==> src/rtl/tdm_demux_8to1_if.sv <==
// Bus bundle for the 8-slot TDM demultiplexer: serial sample stream in,
// assembled frame plus status out.
interface tdm_demux_8to1_if #(
  parameter int W = 1
);
  logic [W-1:0]   din;
  logic           din_valid;
  logic           sof;
  logic [8*W-1:0] y;
  logic           frame_valid;
  logic [2:0]     sel;
  logic           locked;
  logic           sync_err;

  modport master (
    output din, din_valid, sof,
    input  y, frame_valid, sel, locked, sync_err
  );

  modport slave (
    input  din, din_valid, sof,
    output y, frame_valid, sel, locked, sync_err
  );
endinterface

==> src/rtl/tdm_demux_8to1.sv <==
// Receive-side 8:1 TDM demultiplexer. A channel counter tracks the slot
// position, a shadow register collects the frame, and only complete frames
// are published on y. Misaligned or missing start-of-frame is flagged and
// the block resynchronises on the next sof.
//
// state | meaning
// HUNT  | unlocked, discarding samples until one arrives with sof
// RUN   | locked, sel names the slot expected for the next accepted sample
module tdm_demux_8to1 #(
  parameter int W = 1
) (
  input  logic              clk,
  input  logic              rst,
  tdm_demux_8to1_if.slave   bus
);

  typedef enum logic {HUNT = 1'b0, RUN = 1'b1} state_t;

  state_t         state_q, state_n;
  logic [2:0]     sel_q, sel_n;
  logic [8*W-1:0] shadow_q, shadow_n;
  logic [8*W-1:0] y_q, y_n;
  logic           fv_q, fv_n;
  logic           err_q, err_n;

  // State register: FSM state, slot counter, shadow/frame data and strobes.
  always_ff @(posedge clk or posedge rst) begin
    if (rst) begin
      state_q  <= HUNT;
      sel_q    <= 3'd0;
      shadow_q <= '0;
      y_q      <= '0;
      fv_q     <= 1'b0;
      err_q    <= 1'b0;
    end else begin
      state_q  <= state_n;
      sel_q    <= sel_n;
      shadow_q <= shadow_n;
      y_q      <= y_n;
      fv_q     <= fv_n;
      err_q    <= err_n;
    end
  end

  // Next-state logic: only accepted samples move anything; strobes self-clear.
  always_comb begin
    state_n  = state_q;
    sel_n    = sel_q;
    shadow_n = shadow_q;
    y_n      = y_q;
    fv_n     = 1'b0;
    err_n    = 1'b0;
    if (bus.din_valid) begin
      unique case (state_q)
        HUNT: begin
          if (bus.sof) begin
            shadow_n[W-1:0] = bus.din;
            sel_n           = 3'd1;
            state_n         = RUN;
          end
        end
        RUN: begin
          if (bus.sof) begin
            // sof always restarts the frame; off slot 0 it also drops the partial one
            err_n           = (sel_q != 3'd0);
            shadow_n[W-1:0] = bus.din;
            sel_n           = 3'd1;
          end else if (sel_q == 3'd0) begin
            err_n   = 1'b1;
            state_n = HUNT;
          end else if (sel_q == 3'd7) begin
            y_n   = {bus.din, shadow_q[7*W-1:0]};
            fv_n  = 1'b1;
            sel_n = 3'd0;
          end else begin
            shadow_n[int'(sel_q)*W +: W] = bus.din;
            sel_n                        = sel_q + 3'd1;
          end
        end
        default: state_n = HUNT;
      endcase
    end
  end

  // Output logic: every output is a direct register copy, no input paths.
  always_comb begin
    bus.y           = y_q;
    bus.frame_valid = fv_q;
    bus.sel         = sel_q;
    bus.locked      = (state_q == RUN);
    bus.sync_err    = err_q;
  end

endmodule

==> src/flat_wrapper.sv <==
// flat-port wrapper written by rule: the top's interface ports become plain ports
module tdm_demux_8to1_flat 
#(
  parameter int W = 1
)
  (clk, rst, bus_din, bus_din_valid, bus_sof, bus_y, bus_frame_valid, bus_sel, bus_locked, bus_sync_err);
  tdm_demux_8to1_if #(.W(W)) bus_i ();
  input  logic clk;
  input  logic rst;
  input wire logic [$bits(bus_i.din)-1:0] bus_din;
  input wire logic [$bits(bus_i.din_valid)-1:0] bus_din_valid;
  input wire logic [$bits(bus_i.sof)-1:0] bus_sof;
  output wire logic [$bits(bus_i.y)-1:0] bus_y;
  output wire logic [$bits(bus_i.frame_valid)-1:0] bus_frame_valid;
  output wire logic [$bits(bus_i.sel)-1:0] bus_sel;
  output wire logic [$bits(bus_i.locked)-1:0] bus_locked;
  output wire logic [$bits(bus_i.sync_err)-1:0] bus_sync_err;
  assign bus_i.din = bus_din;
  assign bus_i.din_valid = bus_din_valid;
  assign bus_i.sof = bus_sof;
  assign bus_y = bus_i.y;
  assign bus_frame_valid = bus_i.frame_valid;
  assign bus_sel = bus_i.sel;
  assign bus_locked = bus_i.locked;
  assign bus_sync_err = bus_i.sync_err;
  tdm_demux_8to1 #(.W(W)) u_core (.clk(clk), .rst(rst), .bus(bus_i));
endmodule
==> config.mk <==
export PLATFORM = sky130hd
export DESIGN_NAME = tdm_demux_8to1_flat
export DESIGN_NICKNAME = d
export VERILOG_FILES = /design/src/rtl/tdm_demux_8to1_if.sv /design/src/rtl/tdm_demux_8to1.sv /design/src/flat_wrapper.sv
export SDC_FILE = /design/constraint.sdc
export NUM_CORES = 1
export LEC_CHECK = 0
export CAP_MARGIN = 20
export CORE_MARGIN = 4
export CORE_UTILIZATION = 40
export CTS_CLUSTER_SIZE = 40
export DETAILED_ROUTE_END_ITERATION = 8
export PLACE_DENSITY = 0.72
export SLEW_MARGIN = 20
export SYNTH_ARGS = -nofsm -noshare
export SYNTH_HDL_FRONTEND = slang
export SYNTH_SLANG_ARGS = --single-unit
==> constraint.sdc <==
create_clock -name clk -period 5.3 [get_ports clk]
set_clock_uncertainty 0.2 [all_clocks]
set_input_delay 0.53 -clock clk [delete_from_list [all_inputs] [get_ports clk]]
set_output_delay 0.53 -clock clk [all_outputs]
set_load 0.01 [all_outputs]
==> impl_results.md <==
- Status: completed
- Clk slew on worst S/H paths: 120 ps
- Yosys reg bits: 21
- Fin crit share: 50.8%
- Setup TNS: 0 ps
- Reg2reg start: u_core.bus.sel[0]
- Post-synth EDFFs: 0
- Fin area: 0.00133 sq mm
- Syn_area_per_cell: 11.8 sq um
- Post-synth top area cell: dfrtp_1
- GPL Wtd Cong: 0.880
- Post-CTS sizing: 0
- Commonest cells post-synth: 21 x dfrtp_1, 9 x ha_1, 9 x mux2_2
- Die area: 0.00368 sq mm
- Largest delay share family, worst path: simple AND/OR/NAND/NOR gates
- First-pass DRT Iterations: 4
- Hold EP: u_core.shadow_q[1]
- Total Routed Length: 2.05 mm
- Number of port buffers: 18
- Drt initial violations: 12
- Pwr Density: 446 mW/mm^2
- CTS max path bufs: 2
- P&R area growth vs syn: 19.6%
- Max Fclk: 0.372 GHz
- Die H: 60.7 um
- Delay of the slowest cell on the worst path: 550 ps
- Critical Path RT: 5310 ps
- Via Count: 775
- Unrepaired setup endpoints after global routing: no
- Capturing point of the worst reg2reg path: u_core.shadow_q[0]
- Syn nets: 108
- Final net count: 127
- Synthesized instance count: 94
- Post-DP Area: 0.00130 sq mm
- Initial Util: 43.2%
- Min Hold Slack: 303 ps
- Dpl hpwl: 1.55 mm
- # rows: 18
- IO Count: 19
- Hold Vio Cnt, Final: 0
- Worst skew pair latency: 310 ps
- Buf/Inv on CP: 1
- Register area share after synthesis: 47.4%
- CTS Buf Count: 3
- Crit Path Class: register to register
- IR drop worst, VDD: 0.000283 V
- Root Buffer Master: clkbuf_4
- Fill cell total of the finished layout: 233
- Placed Cells incl. Taps: 138
- Top cell type's share of synthesized area: 47.4%
- Design Power: 592 uW
- Leading post-synthesis cells by cell area: dfrtp_1 47%, ha_1 10%, mux2_2 9.1%, mux2_1 6.1%, nand4_1 2.8%
- Count leader, synth: dfrtp_1
- Number of global-route vias before repair: 819
- Slowest cell on crit path: dfrtp_1
- CP endpoint kind: register
- # Post-CTS Setup Buffers: 0
- Remaining DRCs: 0
- Share of cells above drive strength 1: 12.5%
- CTS sink count: 21
- Hold depth: 1
- Antenna-violating nets left: 0
- Top FF cell, synth: dfrtp_1
- First-pass GRT wire length: 3.56 mm
- Static Leakage: 0.000629 uW
- Ys async rst share: 100%
- Grt total ovfl: 0
- CTS hold repair buffers: 0
- Core footprint: 0.00257 sq mm
- Worst R2R Path Depth: 7
- FF-to-FF setup slack: 2610 ps
- Kind of start point of the critical path: register
- Total GRT Usage: 12.8%
- Critical path cell sequence: inv_1 > ha_1 > ha_1 > or4b_1 > o21ai_1 > nand3_1 > mux2_4
- Slew Viols, Final: 0
- CTS tree: built
- Fin crit period: 2690 ps
- Largest net degree at the start of global routing: 22
- Crit path max fanout: 10
- Final setup vio count: 0
- Worst Max-Slew Pin Slew: 795 ps
- Worst Path Arrival: 2700 ps
- Inserted Diodes: 0
- Synthesized area: 0.00111 sq mm
- Hold Startpoint: u_core.shadow_q[1]
- H-tree levels: 1
- Via-to-Cell Ratio: 5.46
- Ys Warns: 0
- Initial antenna violation count: 0
- Die Width: 60.7 um
- Path category of the worst min-delay check: register to register
- Critical path's most frequent cell: ha_1
- Non-Filler Instances: 142
- Max-cap violations: 0
- Instance count on the critical path: 7
- Wire per inst: 14.4 um
- Slew HR: 47.0%
- Unique cell type count in the Yosys netlist: 30
[cells by family (layout without fill, tap and decap cells)]
family	count (synthesis)	count (layout)	share of synthesized area (%)
fa+ha+maj	9	9	10.1
mux	18	18	18.4
buf+inv	11	29	4.85
simple gates	24	24	12.5
flops	21	21	47.4
compound gates	11	11	6.76
[area by class of cell]
| type | count | area, sq um | area share [%] |
|---|---|---|---|
| clock buffers | 3 | 22.5 | 1.70 |
| well taps | 30 | 37.5 | 2.83 |
| clock inverters | 1 | 5.00 | 0.377 |
| repair buffers | 18 | 180 | 13.6 |
| flip-flops and latches | 21 | 526 | 39.6 |
| multi-input cells | 62 | 531 | 40.0 |
| inverters | 7 | 26.3 | 1.98 |
[report_power, final]
| group | switching, uW | internal, uW | total, uW | leakage, uW |
|---|---|---|---|---|
| sequential | 47.0 | 201 | 248 | 0.000279 |
| combinational | 127 | 137 | 265 | 0.000332 |
| clock | 50.8 | 28.2 | 79.0 | 0.0000177 |
| total | 225 | 366 | 592 | 0.000629 |
[state kept, by name (all words and copies together) (netlist names)]
signal / flops
u_core.bus.frame_valid: 1
u_core.bus.sel: 3
u_core.shadow_q: 7
u_core.bus.y: 8
u_core.bus.sync_err: 1
u_core.bus.locked: 1
[metal layers]
metal,routed length [um],vias up,global-route usage [%],share of wire (%)
li1,-,379,-,-
met1,927,371,15.7,45
met2,993,23,22.0,49
met3,114,2,4.47,5.6
met4,10,0,2.17,0.49
met5,0,-,0,0
[how the worst max path moves through the flow]
stage,from,endpoint,slack (ps)
floorplan,u_core.bus.sel[0],u_core.shadow_q[0],2770
global placement,u_core.bus.sel[0],u_core.shadow_q[0],2730
detailed placement,u_core.bus.sel[0],u_core.shadow_q[0],2610
CTS,u_core.bus.sel[0],u_core.shadow_q[0],2590
global route,u_core.bus.sel[0],u_core.shadow_q[0],2500
finish,u_core.bus.sel[0],u_core.shadow_q[0],2610
[per-stage QoR]
step | worst slack [ps] | util [%]
4_1_cts | 2590 | 51.7
6_report | 2610 | 51.7
5_1_grt | 2500 | 51.7
3_3_place_gp | 2730 | 50.6
2_1_floorplan | 2770 | -
3_5_place_dp | 2610 | 50.6
[cells in the final DEF (no fill, tap or decap), types with 2 or more instances in the layout]
cell type,n
mux2i_1,2
ha_1,9
a21oi_1,3
clkbuf_4,3
dfrtp_1,21
inv_1,7
nand4_1,5
a22o_1,3
mux2_2,9
nand2_1,4
clkdlybuf4s50_1,18
nand4b_1,2
nor3_1,4
mux2_1,6
nor2_1,2
(Power assumes the default switching activity.)
